### config.mk
export PLATFORM = sky130hd
export DESIGN_NAME = rom_dn_loader
export DESIGN_NICKNAME = d
export VERILOG_FILES = /design/src/rtl/rom_dn_loader.sv
export SDC_FILE = /design/constraint.sdc
export NUM_CORES = 1
export LEC_CHECK = 0
export ABC_CLOCK_PERIOD_IN_PS = 2100
export BUFFER_PORTS_ARGS = -buffer_cell sky130_fd_sc_hd__buf_2
export CAP_MARGIN = 40
export CORE_MARGIN = 1.5
export CORE_UTILIZATION = 50
export CTS_BUF_LIST = sky130_fd_sc_hd__clkbuf_2 sky130_fd_sc_hd__clkbuf_4 sky130_fd_sc_hd__clkbuf_8
export CTS_CLUSTER_DIAMETER = 60
export DETAILED_ROUTE_END_ITERATION = 6
export GPL_TIMING_DRIVEN = 0
export PLACE_DENSITY_LB_ADDON = 0.1
export SETUP_SLACK_MARGIN = 0.1
export SYNTH_ARGS = -nofsm -noshare
export SYNTH_HDL_FRONTEND = slang
export SYNTH_SLANG_ARGS = --single-unit
export TNS_END_PERCENT = 30
### constraint.sdc
create_clock -name i_clk_sys -period 2.1 [get_ports i_clk_sys]
set_input_delay 0.315 -clock i_clk_sys [delete_from_list [all_inputs] [get_ports i_clk_sys]]
set_output_delay 0.315 -clock i_clk_sys [all_outputs]
set_load 0.005 [all_outputs]
### src/rtl/rom_dn_loader.sv
// ROM download front end: forwards ioctl bytes to the core ROM port, checks image size and ordering, and holds the core in reset until the image is verified.
// Forwarded bytes appear one cycle after the strobe. core_hold drops RELEASE_CYCLES+1 cycles after download falls.
module rom_dn_loader #(
    parameter int PROG_BYTES     = 6144,
    parameter int VROM_BYTES     = 2048,
    parameter int RELEASE_CYCLES = 16
) (
    input  logic        i_clk_sys,
    input  logic        i_reset,
    input  logic        i_ioctl_download,
    input  logic        i_ioctl_wr,
    input  logic [24:0] i_ioctl_addr,
    input  logic [7:0]  i_ioctl_dout,
    output logic [15:0] o_dn_addr,
    output logic [7:0]  o_dn_data,
    output logic        o_dn_wr,
    output logic        o_prog_cs,
    output logic        o_vrom_cs,
    output logic        o_core_hold,
    output logic        o_load_done,
    output logic        o_load_error,
    output logic [15:0] o_byte_count,
    output logic [15:0] o_checksum
);

    localparam int IMG_BYTES = PROG_BYTES + VROM_BYTES;
    localparam int CW        = $clog2(RELEASE_CYCLES + 1);

    typedef enum logic [2:0] {
        S_IDLE, S_LOAD, S_CHECK, S_RELEASE, S_DONE, S_ERROR
    } state_t;

    state_t         r_state;
    state_t         w_next;
    logic           r_dl_q;
    logic           r_seq_err;
    logic [CW-1:0]  r_rel_cnt;

    logic w_dl_rise;
    logic w_dl_fall;
    logic w_accept;
    logic w_in_prog;
    logic w_in_vrom;
    logic w_pass;

    assign w_dl_rise = i_ioctl_download & ~r_dl_q;
    assign w_dl_fall = ~i_ioctl_download & r_dl_q;
    assign w_accept  = (r_state == S_LOAD) & i_ioctl_wr & i_ioctl_download;
    assign w_in_prog = i_ioctl_addr < 25'(PROG_BYTES);
    assign w_in_vrom = !w_in_prog && (i_ioctl_addr < 25'(IMG_BYTES));
    assign w_pass    = (o_byte_count == 16'(IMG_BYTES)) && !r_seq_err;

    always_ff @(posedge i_clk_sys or posedge i_reset) begin
        if (i_reset) r_state <= S_IDLE;
        else         r_state <= w_next;
    end

    // A fresh download rise wins from every state, so a reload can abort RELEASE.
    always_comb begin
        w_next = r_state;
        case (r_state)
            S_LOAD:    if (w_dl_fall) w_next = S_CHECK;
            S_CHECK:   w_next = w_pass ? S_RELEASE : S_ERROR;
            S_RELEASE: if (r_rel_cnt == '0) w_next = S_DONE;
            S_IDLE, S_DONE, S_ERROR: w_next = r_state;
            default:   w_next = S_IDLE;
        endcase
        if (w_dl_rise) w_next = S_LOAD;
    end

    always_ff @(posedge i_clk_sys or posedge i_reset) begin
        if (i_reset) begin
            r_dl_q       <= 1'b0;
            r_seq_err    <= 1'b0;
            r_rel_cnt    <= '0;
            o_dn_addr    <= '0;
            o_dn_data    <= '0;
            o_dn_wr      <= 1'b0;
            o_prog_cs    <= 1'b0;
            o_vrom_cs    <= 1'b0;
            o_core_hold  <= 1'b1;
            o_load_done  <= 1'b0;
            o_load_error <= 1'b0;
            o_byte_count <= '0;
            o_checksum   <= '0;
        end else begin
            r_dl_q    <= i_ioctl_download;
            o_dn_wr   <= w_accept;
            o_prog_cs <= w_accept & w_in_prog;
            o_vrom_cs <= w_accept & w_in_vrom;

            if (w_accept) begin
                o_dn_addr  <= i_ioctl_addr[15:0];
                o_dn_data  <= i_ioctl_dout;
                o_checksum <= o_checksum + {8'd0, i_ioctl_dout};
                if (o_byte_count != 16'hFFFF)
                    o_byte_count <= o_byte_count + 16'd1;
                // Out-of-order and out-of-image bytes both poison the image.
                if ((i_ioctl_addr != {9'd0, o_byte_count}) || !(w_in_prog || w_in_vrom))
                    r_seq_err <= 1'b1;
            end

            if (r_state == S_CHECK && w_next == S_RELEASE)
                r_rel_cnt <= CW'(RELEASE_CYCLES - 1);
            else if (r_state == S_RELEASE && r_rel_cnt != '0)
                r_rel_cnt <= r_rel_cnt - 1'b1;

            if (r_state == S_CHECK && w_next == S_ERROR)
                o_load_error <= 1'b1;

            if (r_state == S_RELEASE && w_next == S_DONE) begin
                o_core_hold <= 1'b0;
                o_load_done <= 1'b1;
            end

            if (w_dl_rise) begin
                o_byte_count <= '0;
                o_checksum   <= '0;
                r_seq_err    <= 1'b0;
                o_load_done  <= 1'b0;
                o_load_error <= 1'b0;
                o_core_hold  <= 1'b1;
            end
        end
    end

endmodule
# Yosys cells after proc, flatten, opt, wreduce, memory -nomap -nowiden
# Cells that the tools add are included.
word_totals:
  register_bits: 72
  word_cells: 82
op_classes:
  eq_ne: 11
  mux: 21
  order_cmp: 2
  reduce_logical: 23
  n_addsub: 3
  bitwise_logic: 8
op_table:
  columns: ["operator", "n"]
  rows:
  - ["$mux W16", 5]
  - ["$lt A25 B13 Y1 const B", 1]
  - ["$lt A25 B14 Y1 const B", 1]
  - ["$ne A25 B16 Y1", 1]
  - ["$add A16 B1 Y16 const B", 1]
  - ["$add A16 B8 Y16", 1]
  - ["$eq A16 B14 Y1 const B", 1]
  - ["$ne A16 B16 Y1 const B", 1]
  - ["$eq A3 B3 Y1 const B", 4]
  - ["$mux W3", 4]
  - ["$pmux W3 S4", 1]
  - ["$reduce_bool A2 Y1", 6]
  - ["$mux W5", 2]
  - ["$eq A3 B2 Y1 const B", 3]
  - ["$mux W1", 9]
  - ["$and A1 B1 Y1", 6]
  - ["$logic_and A1 B1 Y1", 6]
  - ["$logic_not A5 Y1", 1]
  - ["$reduce_bool A5 Y1", 1]
  - ["$sub A5 B1 Y5 const B", 1]
  - ["$reduce_and A2 Y1", 2]
  - ["$eq A3 B1 Y1 const B", 1]
  - ["$logic_not A1 Y1", 3]
  - ["$logic_not A3 Y1", 1]
  - ["3 further kinds", 5]

# Logic depth before layout (Yosys ltp)
depth:
  ltp_word: 9
  ltp_mapped: 8
  mapped_depth_nobuf: 7

# Worst setup path after synthesis
# OpenSTA, ideal clock, no wires.
synth_timing:
  path_kind: "reg2reg"
  from: "reg o_checksum[0]"
  to: "reg o_checksum[10]"
  stages_incl_launch_ff: 7
  required_time_ns: 1.980
  arrival_ns: 1.900
  slack_ns: 0.079
  setup_time_ns: 0.120
  path_cell_list: "dfrtp_1 > ha_1 > fa_1 > a21o_1 > a221oi_1 > nor2_1 > a41o_1"
synth_between:
  elab_chain_len: 3
synth_lines:
  columns: ["element", "line", "source"]
  rows:
  - ["from (decl)", "23", "output logic [15:0] o_checksum"]
  - ["from (signal assigned)", "95", "o_checksum <= o_checksum + {8'd0, i_ioctl_dout};"]
  - ["$add A16 B8 Y16", "95", null]
  - ["$mux W16", "92", "if (w_accept) begin"]
  - ["$mux W16", "116", "if (w_dl_rise) begin"]
# Every way passes these cells. The select of a mux whose other input is x is not followed.
# A chain may end at the register's enable or synchronous reset.

# Worst setup path in the final report
layout_timing:
  from: "reg o_checksum[3]"
  to: "reg o_checksum[11]"
# Same word-level chain as after synthesis.

==> results.cfg <==
[sta]
relSlewSlack_pct = 57.84
rsz0062_at_grt = yes
finalCritPeriodShare_pct = 96.62
hold_ws_ps = 119.6
worst_pin_slew_ps = 627.6
period_minus_slack_ps = 2029
setup_ws_ps = 70.92
final-setup-viol-count = 0
fmax_mhz = 492.8
hold_viol = 0
skew_ps = 13.28
maxSlewViolCount = 0

[power_and_ir_drop]
leakage_uw = 0.002469
ir_worst_vdd_v = 0.0005929
power_density_mw_per_mm2 = 981.6

[drt]
drt-pass1-iter-count = 4
ant_nets = 0
vias = 3574
vias_per_cell = 5.482
drtIter0Drc = 223
totalWireLength_um = 10390
route.detailed.wl_per_inst_um = 15.93
drcViolationCount = 0

[placed_design]
dp_hpwl_um = 7256
dp_slack_ps = -183.5
dp_cells = 621
gp_congestion = 0.8394
portBuffers = 98

[cts]
numCtsBuffers = 9
root_buffer = clkbuf_8
numClockSinks = 72
clkSlewWorstSetupHoldPaths_ps = 80
worst_skew_pair.late_latency_ps = 350
cts_tree = built
h-tree-depth = 3
cts_max_path_buffers = 2

[setup_path]
timing.critical_path.to_type = flop
worst-setup-path-type = reg -> reg
ff2ff_setup_slack_ps = 70
worst_ep_arrival_time_ps = 2300
crit_fanout = 4
startpoint_type = flop
crit_required_ps = 2370

[synthesis]
synthTopCellsByArea = dfrtp_1, nand2_1, xnor2_1, ha_1, a21oi_1
synth_top_area_share_pct = 45.04
synth_area_per_cell_um2 = 9.415
syn_inst = 419
synth_edf_count = 0
synth.ff_latch_count = 72
async_reset_ff_share_pct = 100.0
mappedNetlistArea_mm2 = 0.003945
ys_warn_count = 0
ys.flop_type = dfrtp_1
syn_nets = 469
yosysSeqAreaShare_pct = 45.70
synth_top_area_cell = dfrtp_1
synth.distinct_cells = 64

[global_routing]
grt_max_degree = 33
grt_pass1_vias = 3500
grt_usage_pct = 25.79
grt_overflow = 0
antenna_found_initial = 0
grt_pass1_wl_um = 17080

[die]
floorplan.initialDensity_pct = 51.32
ios = 99
die_area_mm2 = 0.008432
fp.coreArea_mm2 = 0.007687
die_h_um = 91.83
die_w_um = 91.83
rows = 32

[worst_hold_path]
hold_class = in -> reg

[final_layout]
areaGrowthSynthToFinish_pct = 30.76
layout-drive-gt1-share_pct = 34.00
fill_cells = 659
nets = 595
utilization_pct = 67.11
layoutNonFillerInstCount = 652
seq_area_mm2 = 0.001804
diodes = 0
multiInputGateArea_mm2 = 0.002216

[job]
drv_cap = 0

[outcome]
outcome = finished, final reports clean
==> power breakdown <==
| group | leakage (uW) | internal [uW] | switching, uW |
|---|---|---|---|
| clock network | 0.000107 | 688 | 554 |
| registers | 0.000944 | 1740 | 259 |
| logic | 0.00142 | 883 | 941 |
==> per-stage QoR <==
step                instance area (um2)  TNS, ps  power, uW
CTS                                4997        0       4918
global route                       5159   -100.6       5409
finish                             5159        0       5064
detailed placement                 4607   -777.2       3543
floorplan                          3949        0       2953
global placement                   4567   -623.0       3474
==> final timing paths <==
kind                             startpoint              to  depth (start not counted)
min in group asynchronous           i_reset    o_dn_data[0]                          3
max in group asynchronous           i_reset     o_core_hold                          4
hold reg to reg                 o_core_hold     o_core_hold                          2
setup reg to reg              o_checksum[3]  o_checksum[11]                          6
setup / recovery              o_checksum[3]  o_checksum[11]                          6
hold / removal             i_ioctl_download          r_dl_q                          1
==> cells in the mapped netlist (4+ instances only) <==
cell type and number:
nor4b_1 4, or3_1 5, nand3_1 8, a21o_1 5, a21oi_1 22, xnor2_1 26
o31ai_1 5, o21ai_0 13, a311oi_1 4, nand4_1 4, or4_1 4, and3_1 5
ha_1 12, inv_1 15, o21a_1 4, nor2b_1 4, buf_2 6, a22o_1 4
nand2_1 93, nor3_1 7, nor4_1 7, clkbuf_1 4, dfrtp_1 71, nor2_1 23
a31oi_1 4
==> cell type report <==
class | count | area share (%)
multi-input combinational | 316 | 42.95
sequential | 72 | 34.97
timing repair buffer | 116 | 12.66
clock buffer | 10 | 2.547
tap | 102 | 2.474
clock inverter | 6 | 1.795
buffer | 14 | 1.358
inverter | 16 | 1.237
==> placed cells by master (no fill, tap or decap), drive strengths merged, types with 4 or more instances in the layout <==
cell / instances
nor3: 8
xnor2: 26
a21o: 5
a21oi: 22
o21a: 4
nor4b: 4
nor4: 7
a311oi: 4
buf: 124
inv: 15
nand4: 5
nor2b: 4
or4: 4
ha: 12
a22o: 4
and3: 6
nand2: 93
dfrtp: 71
nand3: 10
or3: 5
clkbuf: 15
o21ai: 17
a31oi: 4
o31ai: 6
nor2: 23
==> repair_timing <==
action                                  in CTS  in global routing
hold endpoints to repair                    12                  0
hold buffers                                 1                  0
endpoints found under the setup margin      15                 46
setup buffers                                8                  7
gates resized for setup                     13                 28
pin swaps                                    9                 14
==> metal layers <==
layer | wire [um] | vias to the layer above | global-route usage [%]
met5 | 0 | - | 0
met4 | 194 | 0 | 10.51
met1 | 4458 | 1718 | 33.60
met3 | 506 | 15 | 4.478
li1 | - | 1736 | -
met2 | 5229 | 105 | 42.66
==> registers in the layout, summed over array words and instances, names as in the netlist <==
signal	count
o_dn_data	8
o_dn_addr	16
o_load_done	1
o_prog_cs	1
r_dl_q	1
o_byte_count	16
r_state	3
r_rel_cnt	5
o_load_error	1
o_dn_wr	1
o_core_hold	1
o_vrom_cs	1
r_seq_err	1
o_checksum	16
==> worst max-delay path, cell delays in order (launching register included) <==
cell and delay [ps]:
dfrtp_1 410, ha_4 310, and3_4 190, a22oi_2 90, o31a_1 310, or4_4 500, a21oi_2 140
==> cell families after synthesis <==
group | synth area share (%)
buf+inv | 3.520
simple gates | 23.50
compound gates | 15.48
xor+xnor | 6.438
flops | 45.70
mux | 1.047
fa+ha+maj | 4.313
No activity file was read; power rests on OpenSTA's default activity.
